File: config.mk
export PLATFORM = sky130hd
export DESIGN_NAME = prog_loader_flat
export DESIGN_NICKNAME = d
export VERILOG_FILES = /design/src/rtl/prog_loader_if.sv /design/src/rtl/prog_loader.sv /design/src/flat_wrapper.sv
export SDC_FILE = /design/constraint.sdc
export NUM_CORES = 1
export LEC_CHECK = 0
export ABC_AREA = 1
export BUFFER_PORTS_ARGS = -buffer_cell sky130_fd_sc_hd__buf_2
export CAP_MARGIN = 20
export CORE_MARGIN = 4
export CORE_UTILIZATION = 53
export DETAILED_ROUTE_END_ITERATION = 10
export GPL_TIMING_DRIVEN = 0
export PLACE_DENSITY = 0.75
export REMOVE_ABC_BUFFERS = 1
export SLEW_MARGIN = 20
export SYNTH_ARGS = -nofsm -noshare
export SYNTH_HDL_FRONTEND = slang
export SYNTH_SLANG_ARGS = --single-unit
export TNS_END_PERCENT = 10
File: constraint.sdc
create_clock -name clk -period 1.9 [get_ports clk]
set_input_delay 0.38 -clock clk [delete_from_list [all_inputs] [get_ports clk]]
set_output_delay 0.38 -clock clk [all_outputs]
set_load 0.02 [all_outputs]
File: src/rtl/prog_loader_if.sv
// Byte-stream port that carries a program image into prog_loader.
// The source drives the master modport; the loader uses the slave modport.
interface prog_loader_if;
    logic       in_valid;
    logic       in_last;
    logic [7:0] byte_in;
    logic       in_ready;

    modport master (
        output in_valid,
        output in_last,
        output byte_in,
        input  in_ready
    );

    modport slave (
        input  in_valid,
        input  in_last,
        input  byte_in,
        output in_ready
    );
endinterface

File: src/rtl/prog_loader.sv
// Streams a program image into cpu RAM over a valid/ready byte port, then kicks the cpu.
// Optional feature: define PROG_LOADER_CHECKSUM_EN to treat the in_last byte as a checksum.
module prog_loader #(
    parameter int unsigned ADDR_W    = 8,
    parameter int unsigned BASE_ADDR = 0,
    parameter int unsigned AUTO_RUN  = 1
) (
    input  logic              clk,
    input  logic              rst,
    input  logic              start,
    prog_loader_if.slave      stream,
    output logic [ADDR_W-1:0] ld_addr,
    output logic [7:0]        ld_data,
    output logic              ld_wren,
    output logic              cpu_halt,
    output logic              cpu_run,
    output logic              busy,
    output logic              done,
    output logic              ovf,
`ifdef PROG_LOADER_CHECKSUM_EN
    output logic              csum_err,
`endif
    output logic [ADDR_W:0]   count
);

    localparam int unsigned        CNT_W = ADDR_W + 1;
    localparam logic [CNT_W-1:0]   CAP   = {1'b1, {ADDR_W{1'b0}}};
    localparam logic [ADDR_W-1:0]  BASE  = ADDR_W'(BASE_ADDR);

    // KICK is the second RUN cycle, carrying the cpu_run pulse after the final write.
    typedef enum logic [2:0] {
        ST_IDLE,
        ST_HALT,
        ST_LOAD,
        ST_RUN,
        ST_KICK,
        ST_DONE
    } state_t;

    state_t             state_q, state_d;
    logic [ADDR_W-1:0]  ptr_q, ptr_d;
    logic [CNT_W-1:0]   count_d;
    logic               ovf_d;
    logic               in_ready_q, in_ready_d;
    logic [ADDR_W-1:0]  ld_addr_d;
    logic [7:0]         ld_data_d;
    logic               ld_wren_d;
    logic               cpu_halt_d;
    logic               cpu_run_d;
    logic               busy_d;
    logic               done_d;
    logic               run_ok;
    logic               accept;

`ifdef PROG_LOADER_CHECKSUM_EN
    logic [7:0]         sum_q, sum_d;
    logic [7:0]         sum_next;
    logic               csum_bad_q, csum_bad_d;
    logic               csum_err_d;

    assign sum_next = sum_q + stream.byte_in;
`endif

    assign accept          = stream.in_valid && in_ready_q;
    assign stream.in_ready = in_ready_q;

    // Next-state, datapath and registered-output values.
    always_comb begin
        state_d    = state_q;
        ptr_d      = ptr_q;
        count_d    = count;
        ovf_d      = ovf;
        ld_addr_d  = ld_addr;
        ld_data_d  = ld_data;
        ld_wren_d  = 1'b0;
        run_ok     = 1'b1;
`ifdef PROG_LOADER_CHECKSUM_EN
        sum_d      = sum_q;
        csum_bad_d = csum_bad_q;
`endif

        case (state_q)
            ST_IDLE, ST_DONE: begin
                if (start) begin
                    state_d = ST_HALT;
                    ptr_d   = BASE;
                    count_d = '0;
                    ovf_d   = 1'b0;
`ifdef PROG_LOADER_CHECKSUM_EN
                    sum_d      = 8'd0;
                    csum_bad_d = 1'b0;
`endif
                end
            end

            ST_HALT: state_d = ST_LOAD;

            ST_LOAD: begin
                if (accept) begin
`ifdef PROG_LOADER_CHECKSUM_EN
                    if (stream.in_last) begin
                        // Checksum byte: verified, never written.
                        csum_bad_d = (sum_next != 8'd0);
                        state_d    = ST_RUN;
                    end else
`endif
                    if (count == CAP) begin
                        // Image is full: drop the byte and wait for in_last.
                        ovf_d = 1'b1;
                        if (stream.in_last) begin
                            state_d = ST_DONE;
                        end
                    end else begin
                        ld_wren_d = 1'b1;
                        ld_addr_d = ptr_q;
                        ld_data_d = stream.byte_in;
                        ptr_d     = ptr_q + ADDR_W'(1);
                        count_d   = count + CNT_W'(1);
`ifdef PROG_LOADER_CHECKSUM_EN
                        sum_d     = sum_next;
`endif
                        if (stream.in_last) begin
                            state_d = ST_RUN;
                        end
                    end
                end else if (ovf && stream.in_valid && stream.in_last) begin
                    // in_last still terminates an overflowed load with in_ready low.
                    state_d = ST_DONE;
                end
            end

            ST_RUN:  state_d = ST_KICK;

            ST_KICK: state_d = ST_DONE;

            default: state_d = ST_IDLE;
        endcase

`ifdef PROG_LOADER_CHECKSUM_EN
        run_ok     = !csum_bad_d;
        csum_err_d = (state_d == ST_DONE) && csum_bad_d;
`endif

        // Status outputs follow the state they will be registered alongside.
        in_ready_d = (state_d == ST_LOAD) && !ovf_d;
        busy_d     = (state_d == ST_HALT) || (state_d == ST_LOAD) ||
                     (state_d == ST_RUN)  || (state_d == ST_KICK);
        cpu_halt_d = (state_d == ST_HALT);
        cpu_run_d  = (state_d == ST_KICK) && (AUTO_RUN != 0) && run_ok;
        done_d     = (state_d == ST_DONE);
    end

    // State, datapath and output registers.
    always_ff @(posedge clk) begin
        if (rst) begin
            state_q    <= ST_IDLE;
            ptr_q      <= BASE;
            count      <= '0;
            ovf        <= 1'b0;
            in_ready_q <= 1'b0;
            ld_addr    <= BASE;
            ld_data    <= 8'd0;
            ld_wren    <= 1'b0;
            cpu_halt   <= 1'b0;
            cpu_run    <= 1'b0;
            busy       <= 1'b0;
            done       <= 1'b0;
`ifdef PROG_LOADER_CHECKSUM_EN
            sum_q      <= 8'd0;
            csum_bad_q <= 1'b0;
            csum_err   <= 1'b0;
`endif
        end else begin
            state_q    <= state_d;
            ptr_q      <= ptr_d;
            count      <= count_d;
            ovf        <= ovf_d;
            in_ready_q <= in_ready_d;
            ld_addr    <= ld_addr_d;
            ld_data    <= ld_data_d;
            ld_wren    <= ld_wren_d;
            cpu_halt   <= cpu_halt_d;
            cpu_run    <= cpu_run_d;
            busy       <= busy_d;
            done       <= done_d;
`ifdef PROG_LOADER_CHECKSUM_EN
            sum_q      <= sum_d;
            csum_bad_q <= csum_bad_d;
            csum_err   <= csum_err_d;
`endif
        end
    end

endmodule

File: src/flat_wrapper.sv
// flat-port wrapper written by rule: the top's interface ports become plain ports
module prog_loader_flat 
#(
    parameter int unsigned ADDR_W    = 8,
    parameter int unsigned BASE_ADDR = 0,
    parameter int unsigned AUTO_RUN  = 1
)
  (clk, rst, start, ld_addr, ld_data, ld_wren, cpu_halt, cpu_run, busy, done, ovf, count, stream_in_valid, stream_in_last, stream_byte_in, stream_in_ready);
  prog_loader_if stream_i ();
  input  logic clk;
  input  logic rst;
  input  logic start;
  output logic [ADDR_W-1:0] ld_addr;
  output logic [7:0] ld_data;
  output logic ld_wren;
  output logic cpu_halt;
  output logic cpu_run;
  output logic busy;
  output logic done;
  output logic ovf;
  output logic [ADDR_W:0] count;
  input wire logic [$bits(stream_i.in_valid)-1:0] stream_in_valid;
  input wire logic [$bits(stream_i.in_last)-1:0] stream_in_last;
  input wire logic [$bits(stream_i.byte_in)-1:0] stream_byte_in;
  output wire logic [$bits(stream_i.in_ready)-1:0] stream_in_ready;
  assign stream_i.in_valid = stream_in_valid;
  assign stream_i.in_last = stream_in_last;
  assign stream_i.byte_in = stream_byte_in;
  assign stream_in_ready = stream_i.in_ready;
  prog_loader #(.ADDR_W(ADDR_W), .BASE_ADDR(BASE_ADDR), .AUTO_RUN(AUTO_RUN)) u_core (.clk(clk), .rst(rst), .start(start), .stream(stream_i), .ld_addr(ld_addr), .ld_data(ld_data), .ld_wren(ld_wren), .cpu_halt(cpu_halt), .cpu_run(cpu_run), .busy(busy), .done(done), .ovf(ovf), .count(count));
endmodule
# == After elaboration in Yosys (flattened, before gate mapping) ==
# Index checks and enable logic that the tools add are counted.
# totals
regBits,43
input_bits,13
# classes
add_sub_neg,2
eq_ne,14
muxes,20
bitwise_logic,3
n_reduce_logical,14
# ops
op,n
$mux 9,3
$mux 8,3
$mux 3,6
$pmux 9 s2,1
$pmux 8 s2,1
$pmux 3 s5,1
$eq 3x2->1 const B,4
$eq 3x3->1 const B,4
$add 9x1->9 const B,1
$eq 9x9->1 const B,1
$add 8x1->8 const B,1
$eq 3x1->1 const B,2
$logic_and 1x1->1,4
$mux 1,4
$ne 2x2->1 const B,2
$reduce_and 4->1,1
$logic_not 3->1,1
$logic_or 1x1->1,3
$not 1->1,3
$reduce_and 3->1,1
$reduce_or 3->1,1
$ne 2x1->1 const B,1
$pmux 1 s2,1
$reduce_bool 2->1,1
2 further kinds,2

# == Logic depth before layout (Yosys ltp) ==
# Gate-level depths: netlist of run 1.
# depth
word_depth,9
mapped_depth,11
depth_no_buf,11

# == Least setup slack after synthesis of run 1 ==
# OpenSTA, ideal clock, no wires.
# synth_path
kind,register -> register
startpoint,register u_core.count[0]
endpoint,register u_core.count[4]
setup_ps,71
arrival_time_ps,1503
required_ps,1829
path_slack_ps,326
path_stages_with_launch,11
path_buffers,1
synth_period_minus_slack_ps,1574
cell_sequence,dfxtp_1 inv_1 ha_1 nand2_1 nor2_1 nand2_1 nand2_4 nand2_4 buf_8 nand4_1 a21oi_1
# synth_via
elab_chain_cells,4
word_cells_on_any_way,7
classes_between,1 x add/sub; 2 x eq/ne; 3 x mux; 1 x reduce/logical
# synth_lines
element,line_no,source
"start, declared",prog_loader.sv:23,output logic [ADDR_W:0] count
"start signal, assigned",prog_loader.sv:176,count <= count_d;
$add 9x1->9,prog_loader.sv:118,count_d = count + CNT_W'(1);
$mux 9,prog_loader.sv:107,if (count == CAP) begin
$mux 9,prog_loader.sv:99,if (accept) begin
$pmux 9 s2,prog_loader.sv:82,case (state_q)
# Several ways; a longest one is shown, not always the timed one. The select of a mux whose other input is x is not followed.
# A chain may end at the register's enable or synchronous reset.

# == Final worst setup path of run 1 ==
# layout_path
startpoint,register u_core.state_q[0]
endpoint,register u_core.count[3]
# layout_via
elab_chain_cells,4
word_cells_on_any_way,10
classes_between,5 x eq/ne; 1 x mux; 4 x reduce/logical
# layout_lines
element,line_no,source
"start, declared",prog_loader.sv:40,"state_t state_q, state_d;"
"start signal, assigned",prog_loader.sv:174,state_q <= state_d;
$eq 3x3->1 or $logic_not 3->1 (tied branches),prog_loader.sv:82,
$reduce_or 2->1,prog_loader.sv:82,
$ne 2x2->1 (no source line) or $reduce_bool 2->1 (tied branches),--,
$reduce_and 4->1 (no source line),--,
# Several ways; a longest one is shown, not always the timed one.

==> out/qor.yml, run 1 <==
worst_hold_path:
  hold_path_class: "primary input to flop"
final_layout:
  fin_cells: 372
  drive_gt1_share_pct: 19.6
  diode_count: 0
  area_added_between_synthesis_and_finish_pct: 16.6
  final_net_count: 341
  fillers: 345
power_and_ir_drop:
  power.share.combinational_pct: 9.1
  seqPwrFrac_pct: 56.2
  clkPwrFrac_pct: 34.7
  leakagePower_uw: 0.00108
  switchingPower_uw: 430
  worst_vdd_ir_mv: 0.462
  switching_share_pct: 26.2
  pwr_density_cell_mw_per_mm2: 710
  cell_internal_pwr_uw: 1210
cts:
  numCtsBuffers: 5
  clkSinkCount: 43
  ctsRootBufferMaster: "sky130_fd_sc_hd__clkbuf_8"
  cts.reportedPaths.clkPinSlew_ps: 80
  cts_max_path_buffers: 2
  h-tree-depth: 2
  clock_insertion_delay_worst_skew_ps: 300
  tritoncts: "built"
floorplan:
  die_area_sq_mm: 0.00479
  rows: 21
  initial_core_util_pct: 57.3
  floorplan.core_area_sq_mm: 0.00347
  io_pins: 45
  floorplan.die.width_microns: 69.2
  floorplan.die.height_microns: 69.2
drt:
  drt_first_iter_violations: 160
  detail-route-antenna-nets: 0
  post-route-drc-count: 0
  avgRoutedWirePerCell_microns: 12.1
  drt-vias-per-instance: 5.14
  detail_route.wirelength_microns: 4480
  route.vias.total: 1913
  first_pass_iters: 4
critical_path:
  worst_ep_required_time_ps: 2090
  critical-path-slowest-cell: "sky130_fd_sc_hd__dfxtp_1"
  critPathKind: "flop to flop"
  crit_chain: "xnor2_1, nand3_2, nand2_4, nand2_1, xor2_1, nor2_1"
  timing.critical_path.arrival_ps: 1920
  crit_path_end_kind: "flop"
  worstPathMaxFanout: 19
  cpPeakStageDelay_ps: 440
  crit_path_start_kind: "flop"
global_routing:
  grt_pass1_wl_microns: 7870
  final_global_route_overflow_total: 0
  grt.total_usage_pct: 19.8
  first_global_vias: 1762
  antenna_found_initial: 0
  grt_start_max_net_pins: 26
sta:
  fin_crit_sh_pct: 90.6
  period_minus_slack_ps: 1720
  final_hold_viol_count: 0
  setup_repair_after_global_routing_missed_its_margin: "false"
  setup_viol: 0
  setup-tns-final_ps: 0
  max_freq_mhz: 581
  finalMaxSlewViolations: 0
  fin_skew_ps: 4.69
  worst_slew_margin_rel_pct: 67.0
  worst_slew_pin_slew_ps: 494
status:
  outcome: "completed"
logic_synthesis:
  yosysWarnings: 0
  synth_top_flop_cell: "sky130_fd_sc_hd__dfxtp_1"
  synth_async_sr_flop_share_pct: 0
  synth.distinct_cells: 23
  synthMostInstantiatedCell: "sky130_fd_sc_hd__nand2_1"
  synth-seq-area-share_pct: 43.3
  synth_top_area_cell: "sky130_fd_sc_hd__dfxtp_1"
  syn-mean-instance-area_sq_um: 7.05
  synth_edf_count: 0
  synthTopCellsByCount: "sky130_fd_sc_hd__nand2_1, sky130_fd_sc_hd__dfxtp_1, sky130_fd_sc_hd__nor2_1"
  synth_seq_cells: 43
  instance_count_of_the_mapped_netlist: 282
  synth_area_sq_mm: 0.00199
  netlist.area_leader.share_pct: 43.3
  post_synth_main_area_contributors: "sky130_fd_sc_hd__dfxtp_1, sky130_fd_sc_hd__nand2_1, sky130_fd_sc_hd__nand3_1, sky130_fd_sc_hd__a21oi_1, sky130_fd_sc_hd__nor2_1"
placement:
  hpwl_microns: 3080
  portBuffers: 44
  place_congestion: 0.832
  placed_cells_incl_taps: 362
job:
  max_cap_viol_count: 0
-- cell usage in the layout (no fill, tap or decap) --
master and instances:
sky130_fd_sc_hd__nand3_1 32, sky130_fd_sc_hd__clkinvlp_4 1, sky130_fd_sc_hd__clkinv_2 1, sky130_fd_sc_hd__nand2_8 1
sky130_fd_sc_hd__xor2_1 1, sky130_fd_sc_hd__dfxtp_1 42, sky130_fd_sc_hd__nor3_1 6, sky130_fd_sc_hd__nand2_2 1
sky130_fd_sc_hd__inv_4 1, sky130_fd_sc_hd__nor2_1 36, sky130_fd_sc_hd__nand4_1 11, sky130_fd_sc_hd__nand2_1 48
sky130_fd_sc_hd__dfxtp_2 1, sky130_fd_sc_hd__xnor2_1 1, sky130_fd_sc_hd__nand2_4 2, sky130_fd_sc_hd__inv_1 34
sky130_fd_sc_hd__ha_1 3, sky130_fd_sc_hd__buf_2 44, sky130_fd_sc_hd__a21oi_1 27, sky130_fd_sc_hd__inv_2 3
sky130_fd_sc_hd__nand3_2 2, sky130_fd_sc_hd__clkbuf_8 5, sky130_fd_sc_hd__nor2_2 1, sky130_fd_sc_hd__clkbuf_1 1
sky130_fd_sc_hd__o21ai_0 20, sky130_fd_sc_hd__buf_4 1
-- final timing paths --
kind,startpoint,end,slack (ps),cells after the start
setup / recovery,u_core.state_q[0],u_core.count[3],180,6
setup reg to reg,u_core.state_q[0],u_core.count[3],180,6
hold / removal,stream_byte_in[0],u_core.ld_data[0],330,3
hold reg to reg,u_core.ld_addr[1],u_core.ld_addr[1],480,2
-- worst max-delay path, delay by kind of cell, from the launching register on --
kind                      cells  cell delay, ps
xor gates and xnor gates      2             310
DFF                           1             440
and+or+nand+nor               4             870
-- kinds of logic (layout without fill, tap and decap cells) --
kind of cell	Yosys count	after routing	synth area share (%)
AOI/OAI and AO/OA	47	47	11.8
xor gates and xnor gates	2	2	0.881
adders and majority gates	3	3	1.89
buffers and inverters	48	91	10.6
DFF	43	43	43.3
and+or+nand+nor	139	140	31.5
-- per-layer routing --
| layer | track usage [%] | part of all wire, % | vias to the layer above |
|---|---|---|---|
| met5 | 0 | 0 | - |
| met4 | 6.72 | 1.2 | 0 |
| met3 | 6.38 | 6.0 | 6 |
| met2 | 31.0 | 46 | 42 |
| met1 | 25.5 | 46 | 862 |
| li1 | - | - | 1003 |
-- state kept, by name (all words and copies together), names as in the netlist, 3 cells and up --
name and flops:
u_core.ptr_q 8, u_core.count 9, u_core.ld_data 8, u_core.ld_addr 8
u_core.state_q 3
-- timing repair --
item                                    CTS  global route
endpoints found under the setup margin    0            32
hold buffers                              0             0
gates resized for setup                   0             5
buffers inserted                          0             1
-- through the flow --
step           utilization, %  hold slack [ps]  total power (uW)  area, sq um  setup WS (ps)
2_1_floorplan               -              449              1040         1920            213
3_3_place_gp             63.4              457              1090         2200           85.6
3_5_place_dp             63.4              469              1090         2200           21.4
4_1_cts                  65.8              325              1660         2280           8.97
5_1_grt                  66.8              334              1720         2320           3.98
6_report                 66.8              330              1640         2320            178
-- power by group through the flow --
stage	Sequential (uW)	Combinational [uW]	Clock [uW]
after floorplan	957	83.1	0
after global placement	945	148	0
after detailed placement	946	149	0
after CTS	925	150	585
after global routing	927	170	622
final	925	150	570
-- layout make-up --
type                       count  area, sq um  area share [%]
timing repair buffer          45          228            9.83
tap                           46         57.6            2.48
multi-input combinational    192          940            40.6
clock buffer                   6         72.6            3.13
clock inverter                 2         12.5           0.540
inverter                      38          145            6.26
sequential                    43          862            37.2
Power figures use the tool's default switching activity.
==> inputs of run 2 (changes only) <==
- GPL_TIMING_DRIVEN: 0 -> unset
==> out/qor.yml, run 2 (synthesized netlist as in run 1, its figures left out) <==
final_layout:
  fillers: 329
  diode_count: 0
  commonest_cells_after_routing_fill_and_taps_aside: "sky130_fd_sc_hd__nand2_1, sky130_fd_sc_hd__buf_2, sky130_fd_sc_hd__dfxtp_1"
  most_frequent_standard_cell_in_the_layout_excluding_fill_and_tap_cells: "sky130_fd_sc_hd__nand2_1"
  drive_gt1_share_pct: 20.0
  regArea_sq_um: 861
  post-route-util_pct: 67.1
  max_flop_register: "u_core.count"
  largest_register_ffs: 9
  multi_input_area_sq_um: 917
  area_added_between_synthesis_and_finish_pct: 17.1
  final_net_count: 345
drt:
  drt_first_iter_violations: 106
  route.vias.total: 1903
  post-route-drc-count: 0
  wl_met2_microns: 1870
  highest-signal-layer: "met4"
  detail-route-antenna-nets: 0
  avgRoutedWirePerCell_microns: 11.4
  first_pass_iters: 4
  drt-vias-per-instance: 5.06
  wl_met3_microns: 309
  wire_length_on_met1_microns: 2100
  detail_route.wirelength_microns: 4300
cts:
  post-cts-setup-buffer-count: 0
  hold_buffers: 0
  h-tree-depth: 2
  ctsRootBufferMaster: "sky130_fd_sc_hd__clkbuf_8"
  cts_max_path_buffers: 2
  numCtsBuffers: 5
  clock_insertion_delay_worst_skew_ps: 280
  tritoncts: "built"
  cts_resized: 0
  cts.reportedPaths.clkPinSlew_ps: 80
  clkSinkCount: 43
floorplan:
  floorplan.core_area_sq_mm: 0.00347
  floorplan.die.width_microns: 69.2
  die_area_sq_mm: 0.00479
  io_pins: 45
  rows: 21
  floorplan.die.height_microns: 69.2
  initial_core_util_pct: 57.3
critical_path:
  crit_path_end_kind: "flop"
  worst_path_dominant_cell_family: "flip-flops"
  worstPathMaxFanout: 23
  crit_path_start_kind: "flop"
  crit_chain: "inv_1, ha_1, nand2_1, nor2_1, nand2_1, nand2_4, inv_2, o21ai_0, a21oi_1"
  critPathKind: "flop to flop"
  r2r_start: "u_core.count[1]"
  worst_r2r_path_depth: 9
  worstReg2RegEnd: "u_core.ld_addr[2]"
  worst_ep_required_time_ps: 2110
  timing.critical_path.arrival_ps: 1840
  path_depth: 9
  critical-path-slowest-cell: "sky130_fd_sc_hd__dfxtp_1"
  timing.critical_path.mode_cell: "sky130_fd_sc_hd__nand2_1"
  timing.reg2reg.setup_slack_ps: 270
  cpPeakStageDelay_ps: 410
  worst-path-buf-inv: 2
worst_hold_path:
  hold_path_startpoint: "stream_byte_in[5]"
  hold_end: "u_core.ld_data[5]"
  timing.hold.worst_path_depth: 3
  hold_path_class: "primary input to flop"
sta:
  setup-tns-final_ps: 0
  fin_skew_ps: 5.09
  max_freq_mhz: 614
  final_hold_viol_count: 0
  finalMaxSlewViolations: 0
  worst_slew_pin_slew_ps: 336
  period_minus_slack_ps: 1630
  setup_viol: 0
  worst_slew_margin_rel_pct: 77.6
  setup_repair_after_global_routing_missed_its_margin: "false"
  holdWs_ps: 350
  fin_crit_sh_pct: 85.7
power_and_ir_drop:
  total_power_uw: 1640
  pwr_density_cell_mw_per_mm2: 704
  leakagePower_uw: 0.00110
  worst_vdd_ir_mv: 0.947
global_routing:
  grt_start_max_net_pins: 24
  grt.total_usage_pct: 18.2
  first_global_vias: 1652
  antenna_found_initial: 0
  grt_pass1_wl_microns: 7470
  final_global_route_overflow_total: 0
job:
  max_cap_viol_count: 0
placement:
  portBuffers: 44
  hpwl_microns: 3120
  place_congestion: 0.840
status:
  outcome: "completed"
-- run 2: cell count changes in the layout (fill, tap and decap cells not counted), sizes merged --
cell / delta
nand2: -1
buf: +5
-- run 2: worst max path at each step --
stage,slack [ps],end,startpoint
after floorplan,210,u_core.count[3],u_core.count[0]
after global placement,380,u_core.ld_addr[6],u_core.count[1]
after detailed placement,260,u_core.ld_addr[2],u_core.count[1]
after CTS,260,u_core.ld_addr[2],u_core.count[1]
after global routing,90,u_core.count[3],u_core.count[1]
final,270,u_core.ld_addr[2],u_core.count[1]
-- run 2: final cells by class --
class,count,area share [%]
multi-input combinational,191,39.4
sequential,43,37.0
timing repair buffer,50,11.4
inverter,38,6.13
clock buffer,6,3.12
tap,46,2.47
clock inverter,2,0.537
-- run 2: power by group --
| part | internal (uW) | switching, uW |
|---|---|---|
| combinational | 51.5 | 107 |
| sequential | 914 | 10.4 |
| clock | 257 | 300 |
| total | 1220 | 417 |
-- run 2: worst register-to-register path: stages (launching register included) --
cell	delay [ps]
sky130_fd_sc_hd__dfxtp_1	410
sky130_fd_sc_hd__inv_1	70
sky130_fd_sc_hd__ha_1	170
sky130_fd_sc_hd__nand2_1	60
sky130_fd_sc_hd__nor2_1	50
sky130_fd_sc_hd__nand2_1	130
sky130_fd_sc_hd__nand2_4	120
sky130_fd_sc_hd__inv_2	290
sky130_fd_sc_hd__o21ai_0	130
sky130_fd_sc_hd__a21oi_1	130
-- run 2: metal layers --
metal,track usage (%),vias to the layer above
met4,2.82,0
met5,0,-
met2,28.6,62
met3,4.35,2
li1,-,1014
met1,25.8,825
-- run 2: per-stage QoR --
stage / worst slack, ps / area [sq um] / cells
finish: 272 / 2330 / 376
floorplan: 213 / 1920 / 272
CTS: 260 / 2330 / 376
detailed placement: 262 / 2240 / 368
global placement: 378 / 2240 / 368
global route: 93.3 / 2330 / 376
==> inputs of run 3 (changes only) <==
- PLACE_DENSITY: 0.75 -> 0.9
==> out/qor.yml, run 3 (synthesized netlist as in run 1, its figures left out) <==
status:
  outcome: "completed"
final_layout:
  most_frequent_standard_cell_in_the_layout_excluding_fill_and_tap_cells: "sky130_fd_sc_hd__nand2_1"
  commonest_cells_after_routing_fill_and_taps_aside: "sky130_fd_sc_hd__nand2_1, sky130_fd_sc_hd__buf_2, sky130_fd_sc_hd__dfxtp_1"
  final_area_sq_mm: 0.00235
  area_added_between_synthesis_and_finish_pct: 18.1
  largest_register_ffs: 9
  final_net_count: 345
  post-route-util_pct: 67.7
  diode_count: 0
  max_flop_register: "u_core.count"
  drive_gt1_share_pct: 19.8
cts:
  cts_max_path_buffers: 2
  h-tree-depth: 2
  ctsRootBufferMaster: "sky130_fd_sc_hd__clkbuf_8"
  cts.reportedPaths.clkPinSlew_ps: 70
  clkSinkCount: 43
  clock_insertion_delay_worst_skew_ps: 290
  cts_resized: 0
  hold_buffers: 0
  post-cts-setup-buffer-count: 0
  numCtsBuffers: 5
  tritoncts: "built"
placement:
  detailedPlace.worstSlack_ps: 249
  post_dp_cell_area_sq_mm: 0.00224
  portBuffers: 44
  place_congestion: 0.899
  hpwl_microns: 3210
critical_path:
  worst_r2r_path_depth: 9
  critPathKind: "flop to flop"
  worstSetupStartpoint: "u_core.count[1]"
  worst_ep_required_time_ps: 2120
  crit_path_start_kind: "flop"
  critPathCapture: "u_core.ptr_q[1]"
  r2r_start: "u_core.count[1]"
  worstPathMaxFanout: 17
  worstReg2RegEnd: "u_core.ptr_q[1]"
  crit_path_end_kind: "flop"
  timing.reg2reg.setup_slack_ps: 260
  timing.critical_path.arrival_ps: 1870
drt:
  first_pass_iters: 5
  drt-vias-per-instance: 5.30
  detail-route-antenna-nets: 0
  drt_first_iter_violations: 164
  route.vias.total: 1987
  post-route-drc-count: 0
  detail_route.wirelength_microns: 4630
  avgRoutedWirePerCell_microns: 12.3
global_routing:
  antenna_found_initial: 0
  final_global_route_overflow_total: 0
  grt_start_max_net_pins: 24
  grt_pass1_wl_microns: 8050
  first_global_vias: 1932
  grt.total_usage_pct: 20.0
floorplan:
  die_area_sq_mm: 0.00479
  io_pins: 45
  initial_core_util_pct: 57.3
  rows: 21
  floorplan.core_area_sq_mm: 0.00347
  floorplan.die.height_microns: 69.2
  floorplan.die.width_microns: 69.2
sta:
  setup-tns-final_ps: 0
  period_minus_slack_ps: 1640
  worst_slew_margin_rel_pct: 74.7
  worst_slew_pin_slew_ps: 379
  setup_viol: 0
  fin_skew_ps: 1.79
  finalMaxSlewViolations: 0
  fin_crit_sh_pct: 86.6
  max_freq_mhz: 608
  final_hold_viol_count: 0
  fin_ws_ps: 255
  setup_repair_after_global_routing_missed_its_margin: "false"
worst_hold_path:
  hold_path_startpoint: "stream_byte_in[5]"
  hold_path_class: "primary input to flop"
power_and_ir_drop:
  total_power_uw: 1760
  pwr_density_cell_mw_per_mm2: 748
  worst_vdd_ir_mv: 0.463
  leakagePower_uw: 0.00111
job:
  max_cap_viol_count: 0
-- run 3: changes by cell type in the layout (fill, tap and decap cells not counted), sizes merged --
cell      before  now
bufinv         0    1
clkinv         1    0
clkinvlp       1    0
-- run 3: worst max-delay path, cell delays in order, from the launching register on --
cell                      delay (ps)
sky130_fd_sc_hd__dfxtp_1         360
sky130_fd_sc_hd__inv_1            70
sky130_fd_sc_hd__ha_1            140
sky130_fd_sc_hd__nand2_1          50
sky130_fd_sc_hd__nor2_1          140
sky130_fd_sc_hd__nand2_1         150
sky130_fd_sc_hd__nand2_4         160
sky130_fd_sc_hd__buf_4           230
sky130_fd_sc_hd__nand3_1         110
sky130_fd_sc_hd__a21oi_1         170
-- run 3: layer usage --
layer / up-vias / track usage (%) / share of wire, %
met5: - / 0 / 0
met4: 0 / 9.98 / 1.8
met3: 10 / 6.38 / 9.0
met2: 84 / 33.6 / 45
met1: 884 / 22.7 / 44
li1: 1009 / - / -
-- run 3: through the flow --
| step | hold WS [ps] | instances |
|---|---|---|
| 2_1_floorplan | 449 | 272 |
| 3_3_place_gp | 462 | 368 |
| 3_5_place_dp | 468 | 368 |
| 4_1_cts | 342 | 375 |
| 5_1_grt | 348 | 375 |
| 6_report | 349 | 375 |
-- run 3: final cells by class --
class	instances	area (sq um)
fill	317	1120
multi-input combinational	191	917
sequential	43	861
timing repair buffer	50	265
inverter	38	145
clock buffer	6	72.6
tap	46	57.6
clock inverter	1	30.0
-- run 3: worst min-delay path by stage --
stage                             end  slack [ps]  cells past startpoint
floorplan             u_core.count[1]         450                      1
global placement    u_core.ld_data[2]         460                      2
detailed placement  u_core.ld_addr[1]         470                      2
CTS                 u_core.ld_data[5]         340                      3
global route        u_core.ld_data[6]         350                      3
finish              u_core.ld_data[5]         350                      3
-- run 3: where the power goes --
part	leakage (uW)	switching (uW)	internal [uW]
Clock	0.0000513	284	385
Combinational	0.000714	112	51.6
Sequential	0.000347	10.4	915
Total	0.00111	406	1350
